[config.mk]
export PLATFORM = sky130hd
export DESIGN_NAME = pixel_fifo_writer
export DESIGN_NICKNAME = d
export VERILOG_FILES = /design/src/rtl/pixel_fifo_writer_pkg.sv /design/src/rtl/pixel_fifo_writer_raster.sv /design/src/rtl/pixel_fifo_writer.sv
export SDC_FILE = /design/constraint.sdc
export NUM_CORES = 1
export LEC_CHECK = 0
export BUFFER_PORTS_ARGS = -buffer_cell sky130_fd_sc_hd__buf_2
export CELL_PAD_IN_SITES_DETAIL_PLACEMENT = 0
export CELL_PAD_IN_SITES_GLOBAL_PLACEMENT = 1
export CORE_ASPECT_RATIO = 1.75
export CORE_MARGIN = 1
export CORE_UTILIZATION = 41
export DETAILED_ROUTE_END_ITERATION = 7
export HOLD_SLACK_MARGIN = 0.15
export PLACE_DENSITY_LB_ADDON = 0.1
export SLEW_MARGIN = 25
export SYNTH_ARGS = -nofsm -noshare
export SYNTH_HDL_FRONTEND = slang
export SYNTH_SLANG_ARGS = --single-unit
[constraint.sdc]
create_clock -name clk -period 2.6 [get_ports clk]
set_input_delay 0.13 -clock clk [delete_from_list [all_inputs] [get_ports clk]]
set_output_delay 0.13 -clock clk [all_outputs]
set_load 0.005 [all_outputs]
[src/rtl/pixel_fifo_writer_pkg.sv]
// Shared constants and FSM encoding for the pixel fetch path and the VGA timing block.
package pixel_fifo_writer_pkg;

    // Default frame geometry and pixel width
    localparam int H_ACTIVE_DEF = 640;
    localparam int V_ACTIVE_DEF = 480;
    localparam int DW_DEF       = 24;

    // Linear pixel address width; covers 640*480 = 307200 locations
    localparam int ADDR_W = 19;

    // Fetch FSM encoding: one memory read outstanding at most
    typedef enum logic [1:0] {
        IDLE  = 2'd0,
        REQ   = 2'd1,
        WAIT  = 2'd2,
        WRITE = 2'd3
    } state_t;

endpackage

[src/rtl/pixel_fifo_writer_raster.sv]
// Raster position tracker: column, row and linear address, with end-of-frame flag.
// The linear address is kept as its own incrementing counter so no row*H_ACTIVE
// multiply is needed.
module raster_counter
    import pixel_fifo_writer_pkg::*;
#(
    parameter int H_ACTIVE = H_ACTIVE_DEF,
    parameter int V_ACTIVE = V_ACTIVE_DEF
) (
    input  logic              clk,
    input  logic              rst,
    input  logic              advance,
    output logic [ADDR_W-1:0] addr,
    output logic              frame_end
);

    localparam int COL_W = (H_ACTIVE > 1) ? $clog2(H_ACTIVE) : 1;
    localparam int ROW_W = (V_ACTIVE > 1) ? $clog2(V_ACTIVE) : 1;
    localparam logic [COL_W-1:0] COL_LAST = COL_W'(H_ACTIVE - 1);
    localparam logic [ROW_W-1:0] ROW_LAST = ROW_W'(V_ACTIVE - 1);

    logic [COL_W-1:0] col;
    logic [ROW_W-1:0] row;
    logic             col_last;
    logic             row_last;

    assign col_last  = (col == COL_LAST);
    assign row_last  = (row == ROW_LAST);
    assign frame_end = col_last && row_last;

    // Step one pixel in raster order per accepted FIFO write; wrap everything at frame end
    always_ff @(posedge clk or posedge rst) begin
        if (rst) begin
            col  <= '0;
            row  <= '0;
            addr <= '0;
        end else if (advance) begin
            if (col_last) begin
                col <= '0;
                row <= row_last ? '0 : row + ROW_W'(1);
            end else begin
                col <= col + COL_W'(1);
            end
            addr <= frame_end ? '0 : addr + ADDR_W'(1);
        end
    end

endmodule

[src/rtl/pixel_fifo_writer.sv]
// Fetches a frame of pixels from memory in raster order, one read at a time,
// and pushes each pixel into the display FIFO, honouring FIFO back-pressure.
module pixel_fifo_writer
    import pixel_fifo_writer_pkg::*;
#(
    parameter int H_ACTIVE = H_ACTIVE_DEF,
    parameter int V_ACTIVE = V_ACTIVE_DEF,
    parameter int DW       = DW_DEF
) (
    input  logic              clk,
    input  logic              rst,
    input  logic              enable,
    output logic [ADDR_W-1:0] mem_addr,
    output logic              mem_rd,
    input  logic [DW-1:0]     mem_rdata,
    input  logic              mem_rvalid,
    output logic [DW-1:0]     fifo_wdata,
    output logic              wr_fifo,
    input  logic              fifo_full,
    output logic              frame_done,
    output logic              busy
);

    state_t state;
    logic   frame_end;

    // Strobes are decoded from the state register so a full FIFO blocks them in the
    // same cycle; this keeps the minimum pixel cadence at three cycles.
    assign mem_rd     = (state == REQ)   && !fifo_full;
    assign wr_fifo    = (state == WRITE) && !fifo_full;
    assign frame_done = wr_fifo && frame_end;
    assign busy       = (state != IDLE);

    raster_counter #(
        .H_ACTIVE (H_ACTIVE),
        .V_ACTIVE (V_ACTIVE)
    ) u_raster (
        .clk       (clk),
        .rst       (rst),
        .advance   (wr_fifo),
        .addr      (mem_addr),
        .frame_end (frame_end)
    );

    // Fetch sequencer: request, wait for data, write to FIFO; enable is only sampled
    // at frame boundaries so a started frame always completes.
    always_ff @(posedge clk or posedge rst) begin
        if (rst) begin
            state      <= IDLE;
            fifo_wdata <= '0;
        end else begin
            case (state)
                IDLE: begin
                    if (enable) state <= REQ;
                end
                REQ: begin
                    if (!fifo_full) state <= WAIT;
                end
                WAIT: begin
                    if (mem_rvalid) begin
                        fifo_wdata <= mem_rdata;
                        state      <= WRITE;
                    end
                end
                WRITE: begin
                    if (!fifo_full) begin
                        if (frame_end && !enable) state <= IDLE;
                        else                      state <= REQ;
                    end
                end
                default: state <= IDLE;
            endcase
        end
    end

endmodule

==> results of run 1 <==
[power groups by stage]
stage / registers [mW] / clock network (mW) / logic, mW
floorplan: 1.43 / 0 / 0.481
global placement: 1.41 / 0 / 0.826
detailed placement: 1.42 / 0 / 0.837
CTS: 1.41 / 1.11 / 0.866
global route: 1.44 / 1.16 / 0.941
finish: 1.41 / 1.08 / 0.852
[sequential cells by signal (all words and copies together) (netlist names)]
signal,count
u_raster.addr,19
fifo_wdata,24
state,2
u_raster.row,9
u_raster.col,10
[logic make-up after synthesis]
logic type | after synthesis | share of synthesized area (%)
flops | 64 | 53.4
buf+inv | 22 | 2.88
fa+ha+maj | 8 | 3.34
mux | 29 | 10.8
xor+xnor | 17 | 4.96
simple gates | 103 | 17.2
compound gates | 35 | 7.43
[critical path: cells and delay by family (launching register included)]
kind          cells  cell delay [ps]
fa+ha+maj         1              250
simple gates      3              920
buf+inv           2              350
flops             1              410
[per-layer routing]
metal	vias up	GRT usage, %	share of wire [%]
met5	-	0	0
met1	1132	19.2	41
met3	12	4.17	3.5
li1	1202	-	-
met2	62	32.0	53
met4	0	12.1	2.6
[through the flow]
| step | utilization (%) | hold WS (ps) |
|---|---|---|
| 6_report | 57.9 | 189 |
| 5_1_grt | 57.9 | 173 |
| 4_1_cts | 57.9 | 177 |
| 3_5_place_dp | 50.4 | 162 |
| 3_3_place_gp | 50.4 | 163 |
| 2_1_floorplan | - | 281 |
[cell usage in the layout (no fill, tap or decap), types with 2 or more instances in the layout]
master          n
ha_1            8
nand3b_1        2
nor2_1         24
or3_1           3
a31oi_1         2
nand2_1        25
nand3_1        10
a21oi_1         6
and4_1          2
nor3_1         10
mux2_2         26
nand4_1         6
dfrtp_1        64
or2_2           2
buf_4           9
clkbuf_16       9
a211o_1         2
o21ai_0        14
nor4_1          8
xor2_1          4
dlygate4sd3_1  25
buf_2          75
and3_1          4
inv_1          11
clkbuf_1        3
mux2i_1         3
clkinv_2        2
xnor2_1        13
[cell type report]
cell class	instances	share of cell area, %
clock inverter	3	0.435
sequential	64	39.8
multi-input combinational	192	32.6
inverter	13	1.21
clock buffer	13	6.21
tap	84	2.61
timing repair buffer	109	17.2
[worst max-delay path by stage]
stage | depth (start not counted) | endpoint | slack (ps) | start
3_3_place_gp | 5 | u_raster.row[7]$_DFFE_PP0P_ | 550 | state[0]$_DFFE_PP0P_
2_1_floorplan | 6 | u_raster.addr[18]$_DFFE_PP0P_ | 740 | state[0]$_DFFE_PP0P_
4_1_cts | 6 | frame_done | 190 | state[0]$_DFFE_PP0P_
5_1_grt | 6 | frame_done | 20 | state[0]$_DFFE_PP0P_
3_5_place_dp | 5 | u_raster.row[7]$_DFFE_PP0P_ | 500 | state[0]$_DFFE_PP0P_
6_report | 6 | frame_done | 220 | state[0]$_DFFE_PP0P_
==> flow_summary.ini, run 1 <==
[drt]
dr.first_iter.drc_count = 76
route.vias.total = 2408
vias_per_cell = 5.04
wl_per_cell_um = 13.3
drc = 0
wl_mm = 6.38
firstDrtPassIters = 4
antenna_left = 0

[placed_design]
portBuffers = 75
post-place-ws_ps = 497
place_hpwl_mm = 4.44
placed_cells = 437
placed_cell_area_um2 = 3510
gp_congestion = 0.769

[logic_synthesis]
ys_top_cells_by_area = dfrtp_1 53%, mux2_2 9.8%, xnor2_1 3.8%, ha_1 3.3%, nand2_1 3.1%
synth_top_area_share_pct = 53.4
async_flop_share_pct = 100
synthCells = 278
synth_top_cell_by_area = dfrtp_1
seq_area_frac_synth_pct = 53.4
syn-cell-area_um2 = 3000
syn-num-nets = 315
yosys_warnings = 0
synth_commonest_cells = 64 x dfrtp_1, 26 x mux2_2, 25 x nand2_1, 24 x nor2_1, 14 x o21ai_0
syn_area_per_cell_um2 = 10.8
synth_ff_type = dfrtp_1
synth_cell_type_count = 44
synth_seq_cells = 64
synth_edf_count = 0
yosysMostFrequentCell = dfrtp_1

[global_routing]
grt_pass1_vias = 2318
grt_max_degree = 25
grt_pass1_wl_mm = 10.4
antenna_found_initial = 0
grt_overflow = 0
track_usage_pct = 18.4

[critical_path]
r2r_end = u_raster.row[7]$_DFFE_PP0P_
r2r_slack_ps = 510
worstPathMaxFanout = 13
reg2reg_from = state[0]$_DFFE_PP0P_
critPathSlowestCell = or3_1
ff2ff_path_depth = 5
critPathKind = flip-flop to primary output
required_ps = 2470
cp-end-kind = primary output
path_cells = ha_1 > nand4b_1 > or3_1 > nor2_1 > buf_4 > buf_2
arrival_ps = 2250
max_stage_delay_ps = 550
start_kind = flip-flop

[sta]
maxSlewViolCount = 0
slew_headroom_pct = 70.8
rsz0062_at_grt = no
hold_viol = 0
worst_slack_ps = 222
worst_pin_slew_ps = 438
fin_crit_ps = 2380
max_freq_mhz = 421
fin_setup_tns_ps = 0
fin_skew_ps = 6.72
setup_viol = 0
fin_crit_sh_pct = 91.5

[power]
swShare_pct = 27.9
p_seq_share_pct = 42.1
pwr-share-comb_pct = 25.5
p_int_mw = 2.41
power_frac_clock_pct = 32.4
ir_drop_mv = 0.736
total_power_mw = 3.34
power.switching_uw = 931
power_density_nw_per_um2 = 830
p_leak_nw = 1.93

[clocking]
path_clk_slew_ps = 50
numCtsBuffers = 9
cts_resized = 0
clock-sinks = 64
holdBufCountCts = 25
post_cts_buffers = 0
clock_latency_ps = 330
cts_tree = yes
cts-root-buf = clkbuf_16
htreeDepth = 3
clockBufferDepth = 2

[final_layout]
fillers = 584
n_antenna_cell = 0
regArea_um2 = 1600
final_layout_size_suffix_gt1_share_pct = 32.5
multi_input_area_um2 = 1310
fin_cells = 478
area_delta_synth_final_pct = 34.3
finalNetCount = 426
final_area_um2 = 4030

[floorplan]
fp.coreArea_um2 = 6960
die_w_um = 66.7
std_cell_rows = 40
start_util_pct = 43.1
dieArea_um2 = 7670
die_h_um = 115
ios = 76

[outcome]
status = finished clean

[job]
drv_cap = 0

[hold_path]
min_from = enable
hold_path.class = input pin to flip-flop
worst_hold_path.num_cells = 3
min_to = state[0]$_DFFE_PP0P_
No activity file was read; power rests on OpenSTA's default activity.
==> run 2: changes to the inputs <==
--- a/config.mk
+++ b/config.mk
@@ -5,13 +5,13 @@
 export SDC_FILE = /design/constraint.sdc
 export NUM_CORES = 1
 export LEC_CHECK = 0
-export BUFFER_PORTS_ARGS = -buffer_cell sky130_fd_sc_hd__buf_2
 export CELL_PAD_IN_SITES_DETAIL_PLACEMENT = 0
 export CELL_PAD_IN_SITES_GLOBAL_PLACEMENT = 1
-export CORE_ASPECT_RATIO = 1.75
+export CORE_ASPECT_RATIO = 0.7
 export CORE_MARGIN = 1
-export CORE_UTILIZATION = 41
+export CORE_UTILIZATION = 48
 export DETAILED_ROUTE_END_ITERATION = 7
+export DONT_BUFFER_PORTS = 1
 export HOLD_SLACK_MARGIN = 0.15
 export PLACE_DENSITY_LB_ADDON = 0.1
 export SLEW_MARGIN = 25
==> flow_summary.ini, run 2 (synthesis results as in run 1) <==
[outcome]
status = finished clean

[floorplan]
std_cell_rows = 23
start_util_pct = 51.1
die_w_um = 96.5
fp.coreArea_um2 = 5870
die_h_um = 68.1
dieArea_um2 = 6570
ios = 76

[sta]
fin_skew_ps = 6.03
fin_crit_sh_pct = 95.0
whs_ps = 178
setup_viol = 0
rsz0062_at_grt = yes
worst_pin_slew_ps = 651
hold_viol = 0
maxSlewViolCount = 0
fin_crit_ps = 2470
max_freq_mhz = 405
slew_headroom_pct = 56.6

[global_routing]
grt_overflow = 0
antenna_found_initial = 0
grt_pass1_vias = 2018
track_usage_pct = 19.9
grt_pass1_wl_mm = 9.47
grt_max_degree = 33

[drt]
wl_mm = 5.89
vias_per_cell = 5.52
firstDrtPassIters = 4
antenna_left = 0
drc = 0
dr.first_iter.drc_count = 77
route.vias.total = 2197
wl_per_cell_um = 14.8

[final_layout]
fillers = 536
area_delta_synth_final_pct = 20.2
regMostFlops = fifo_wdata
reg_top3 = fifo_wdata x24, u_raster.addr x19, u_raster.col x10
finalNetCount = 355
n_antenna_cell = 0
mostFrequentLayoutCell = dfrtp_1
fin_cells = 398
layout_common_cells = 64 x dfrtp_1, 27 x dlygate4sd3_1, 26 x mux2_2
regArea_um2 = 1600
final_util_pct = 61.4
multi_input_area_um2 = 1310
largest_reg_flops = 24
final_area_um2 = 3600
final_layout_size_suffix_gt1_share_pct = 18.0

[clocking]
cts_tree = yes
clockBufferDepth = 2
clock-sinks = 64
htreeDepth = 3
post_cts_buffers = 0
clock_latency_ps = 340
cts-root-buf = clkbuf_8
cts_resized = 0
path_clk_slew_ps = 70
numCtsBuffers = 9

[placed_design]
place_hpwl_mm = 4.16
placed_cell_area_um2 = 3140
gp_congestion = 0.812
portBuffers = 0
placed_cells = 355

[power]
ir_drop_mv = 0.549
p_leak_nw = 1.59
total_power_mw = 2.92
power_density_nw_per_um2 = 809

[hold_path]
hold_path.class = input pin to flip-flop

[critical_path]
arrival_ps = 2700
critPathKind = flip-flop to flip-flop
worstPathMaxFanout = 6
cp-end-kind = flip-flop
start_kind = flip-flop
required_ps = 2830

[job]
drv_cap = 0
run 2: cell count changes in the layout (fill, tap and decap cells not counted), sizes merged:
| cell | delta |
|---|---|
| clkinvlp | +1 |
| buf | -73 |
| bufinv | +1 |
| clkinv | +2 |
| dlygate4sd3 | +2 |
| clkbuf | -4 |
run 2: routing by layer:
metal,GRT usage [%],up-vias,routed length [µm],part of all wire [%]
met1,26.2,1068,2910,49
met2,28.4,60,2490,42
met4,6.99,0,65,1.1
met5,0,-,0,0
li1,-,1062,-,-
met3,9.56,7,425,7.2
run 2: path summary, 6_finish.rpt:
| path | startpoint | endpoint | slack, ps | cells past startpoint |
|---|---|---|---|---|
| setup / recovery | u_raster.col[7]$_DFFE_PP0P_ | state[0]$_DFFE_PP0P_ | 130 | 5 |
| max in group asynchronous | rst | u_raster.col[6]$_DFFE_PP0P_ | 1540 | 3 |
| hold reg to reg | u_raster.col[9]$_DFFE_PP0P_ | u_raster.col[9]$_DFFE_PP0P_ | 470 | 1 |
| min in group asynchronous | rst | fifo_wdata[13]$_DFFE_PP0P_ | 340 | 2 |
| hold / removal | fifo_full | state[1]$_DFFE_PP0P_ | 180 | 3 |
| setup reg to reg | u_raster.col[7]$_DFFE_PP0P_ | state[0]$_DFFE_PP0P_ | 130 | 5 |
run 2: power breakdown:
part	switching [mW]	internal, mW	total (mW)
logic	0.260	0.360	0.621
clock network	0.389	0.441	0.830
registers	0.214	1.25	1.46
total	0.863	2.05	2.92
run 2: cell type report:
class	count	share of cell area [%]
Sequential cell	64	44.4
Multi-Input combinational cell	192	36.4
Timing Repair Buffer	38	9.79
Clock buffer	9	3.44
Tap cell	75	2.60
Clock inverter	7	2.01
Inverter	13	1.35
run 2: critical path, stage by stage, from the launching register on:
cell and delay (ps):
dfrtp_1 410, or3b_4 420, or3_1 420, o311a_1 320, a211o_1 230, dlygate4sd3_1 560
run 2: stage by stage:
| step | setup TNS [ps] | setup WS [ps] |
|---|---|---|
| final | 0 | 131 |
| after global routing | -2.20 | -2.20 |
| after CTS | 0 | 145 |
| after detailed placement | 0 | 538 |
| after global placement | 0 | 565 |
| after floorplan | 0 | 742 |
run 2: repair_timing:
action	4_1_cts	5_1_grt
hold endpoints to repair	55	0
hold buffers	27	0
endpoints found under the setup margin	0	1
==> run 3: changes to the inputs <==
--- a/config.mk
+++ b/config.mk
@@ -13,8 +13,9 @@
 export DETAILED_ROUTE_END_ITERATION = 7
 export DONT_BUFFER_PORTS = 1
 export HOLD_SLACK_MARGIN = 0.15
+export MAX_ROUTING_LAYER = met4
 export PLACE_DENSITY_LB_ADDON = 0.1
-export SLEW_MARGIN = 25
+export SLEW_MARGIN = 20
 export SYNTH_ARGS = -nofsm -noshare
 export SYNTH_HDL_FRONTEND = slang
 export SYNTH_SLANG_ARGS = --single-unit
==> constraint.sdc (replaced) <==
create_clock -name clk -period 2.7 [get_ports clk]
set_input_delay 0.135 -clock clk [delete_from_list [all_inputs] [get_ports clk]]
set_output_delay 0.135 -clock clk [all_outputs]
set_load 0.005 [all_outputs]
==> flow_summary.ini, run 3 (synthesis results as in run 1) <==
[global_routing]
met1_usage_pct = 27.0
grt_pass1_vias = 1937
grt_overflow = 0
antenna_found_initial = 0
grt-busiest-layer = met1
grtUsageMet3_pct = 9.22
gr-usage-met2_pct = 26.2
grt_max_degree = 26
grt_pass1_wl_mm = 9.20
track_usage_pct = 19.7

[drt]
antenna_left = 0
route.vias.total = 2111
drc = 0
wl_mm = 5.71
vias_per_cell = 5.34
wl_per_cell_um = 14.5
dr.first_iter.drc_count = 73
firstDrtPassIters = 4

[sta]
worst_pin_slew_ps = 425
fin_crit_ps = 2460
fin_setup_tns_ps = 0
slew_headroom_pct = 71.6
worst_slack_ps = 235
rsz0062_at_grt = no
maxSlewViolCount = 0
setup_viol = 0
max_freq_mhz = 406
fin_crit_sh_pct = 91.3
hold_viol = 0
fin_skew_ps = 5.43

[job]
drv_cap = 0

[final_layout]
reg_top3 = fifo_wdata x24, u_raster.addr x19, u_raster.col x10
n_antenna_cell = 0
largest_reg_flops = 24
area_delta_synth_final_pct = 19.7
finalNetCount = 352
regMostFlops = fifo_wdata
mostFrequentLayoutCell = dfrtp_1
fillers = 484
final_layout_size_suffix_gt1_share_pct = 17.2
layout_common_cells = 64 x dfrtp_1, 27 x dlygate4sd3_1, 26 x mux2_2

[hold_path]
worst_hold_path.num_cells = 3
hold_path.class = input pin to flip-flop

[clocking]
clock-sinks = 64
cts-root-buf = clkbuf_8
clockBufferDepth = 2
cts_tree = yes
clock_latency_ps = 340
path_clk_slew_ps = 70
htreeDepth = 3
cts_resized = 0
numCtsBuffers = 9

[critical_path]
arrival_ps = 2690
worstPathMaxFanout = 6
ff2ff_path_depth = 5
start_kind = flip-flop
required_ps = 2930
critPathKind = flip-flop to flip-flop
r2r_slack_ps = 240
cp-end-kind = flip-flop

[power]
p_leak_nw = 1.57
ir_drop_mv = 0.487
power_density_nw_per_um2 = 788
total_power_mw = 2.83

[floorplan]
start_util_pct = 51.1
die_w_um = 96.5
fp.coreArea_um2 = 5870
ios = 76
std_cell_rows = 23
dieArea_um2 = 6570
die_h_um = 68.1

[placed_design]
post-place-ws_ps = 598
portBuffers = 0
place_hpwl_mm = 3.97
gp_congestion = 0.815

[outcome]
status = finished clean
==> run 3: where the power goes <==
part           internal (mW)  total (mW)  leakage [nW]  switching (mW)
registers               1.20        1.41         0.810           0.207
clock network          0.435       0.827        0.0964           0.392
logic                  0.342       0.592         0.668           0.250
total                   1.98        2.83          1.57           0.849
==> run 3: stage by stage <==
stage	hold slack (ps)	cell area [µm²]	cells	utilization, %
CTS	167	3590	395	61.1
detailed placement	34.9	3120	352	53.1
global route	199	3590	395	61.1
floorplan	286	3000	278	-
finish	193	3590	395	61.1
global placement	39.1	3120	352	53.1
==> run 3: final timing paths <==
path                                             start                           to
max in group asynchronous                          rst   fifo_wdata[22]$_DFFE_PP0P_
min                                          fifo_full         state[1]$_DFFE_PP0P_
min reg2reg                u_raster.col[9]$_DFFE_PP0P_  u_raster.col[9]$_DFFE_PP0P_
min in group asynchronous                          rst   fifo_wdata[16]$_DFFE_PP0P_
max reg2reg                u_raster.col[7]$_DFFE_PP0P_         state[0]$_DFFE_PP0P_
max                        u_raster.col[7]$_DFFE_PP0P_         state[0]$_DFFE_PP0P_
==> run 3: layout make-up <==
cell class	instances	area, µm²	area share, %
Inverter	13	48.8	1.36
Clock inverter	7	80.1	2.23
Multi-Input combinational cell	192	1310	36.5
Tap cell	75	93.8	2.61
Sequential cell	64	1600	44.6
Clock buffer	9	124	3.45
Timing Repair Buffer	35	330	9.20
==> run 3: metal layers <==
layer  up-vias  wire [µm]
li1       1054          -
met1       999       2890
met2        52       2430
met3         6        336
met4         0         51
met5         -          0
==> run 3: timing repair <==
item / CTS / global route
setup buffers: 0 / 0
hold endpoints to repair: 89 / 0
hold buffers: 27 / 0
==> run 3: critical path, cell delays in order (launching register included) <==
cell           delay, ps
dfrtp_1              410
or3b_4               420
or3_1                430
o311a_1              320
a211o_1              220
dlygate4sd3_1        560
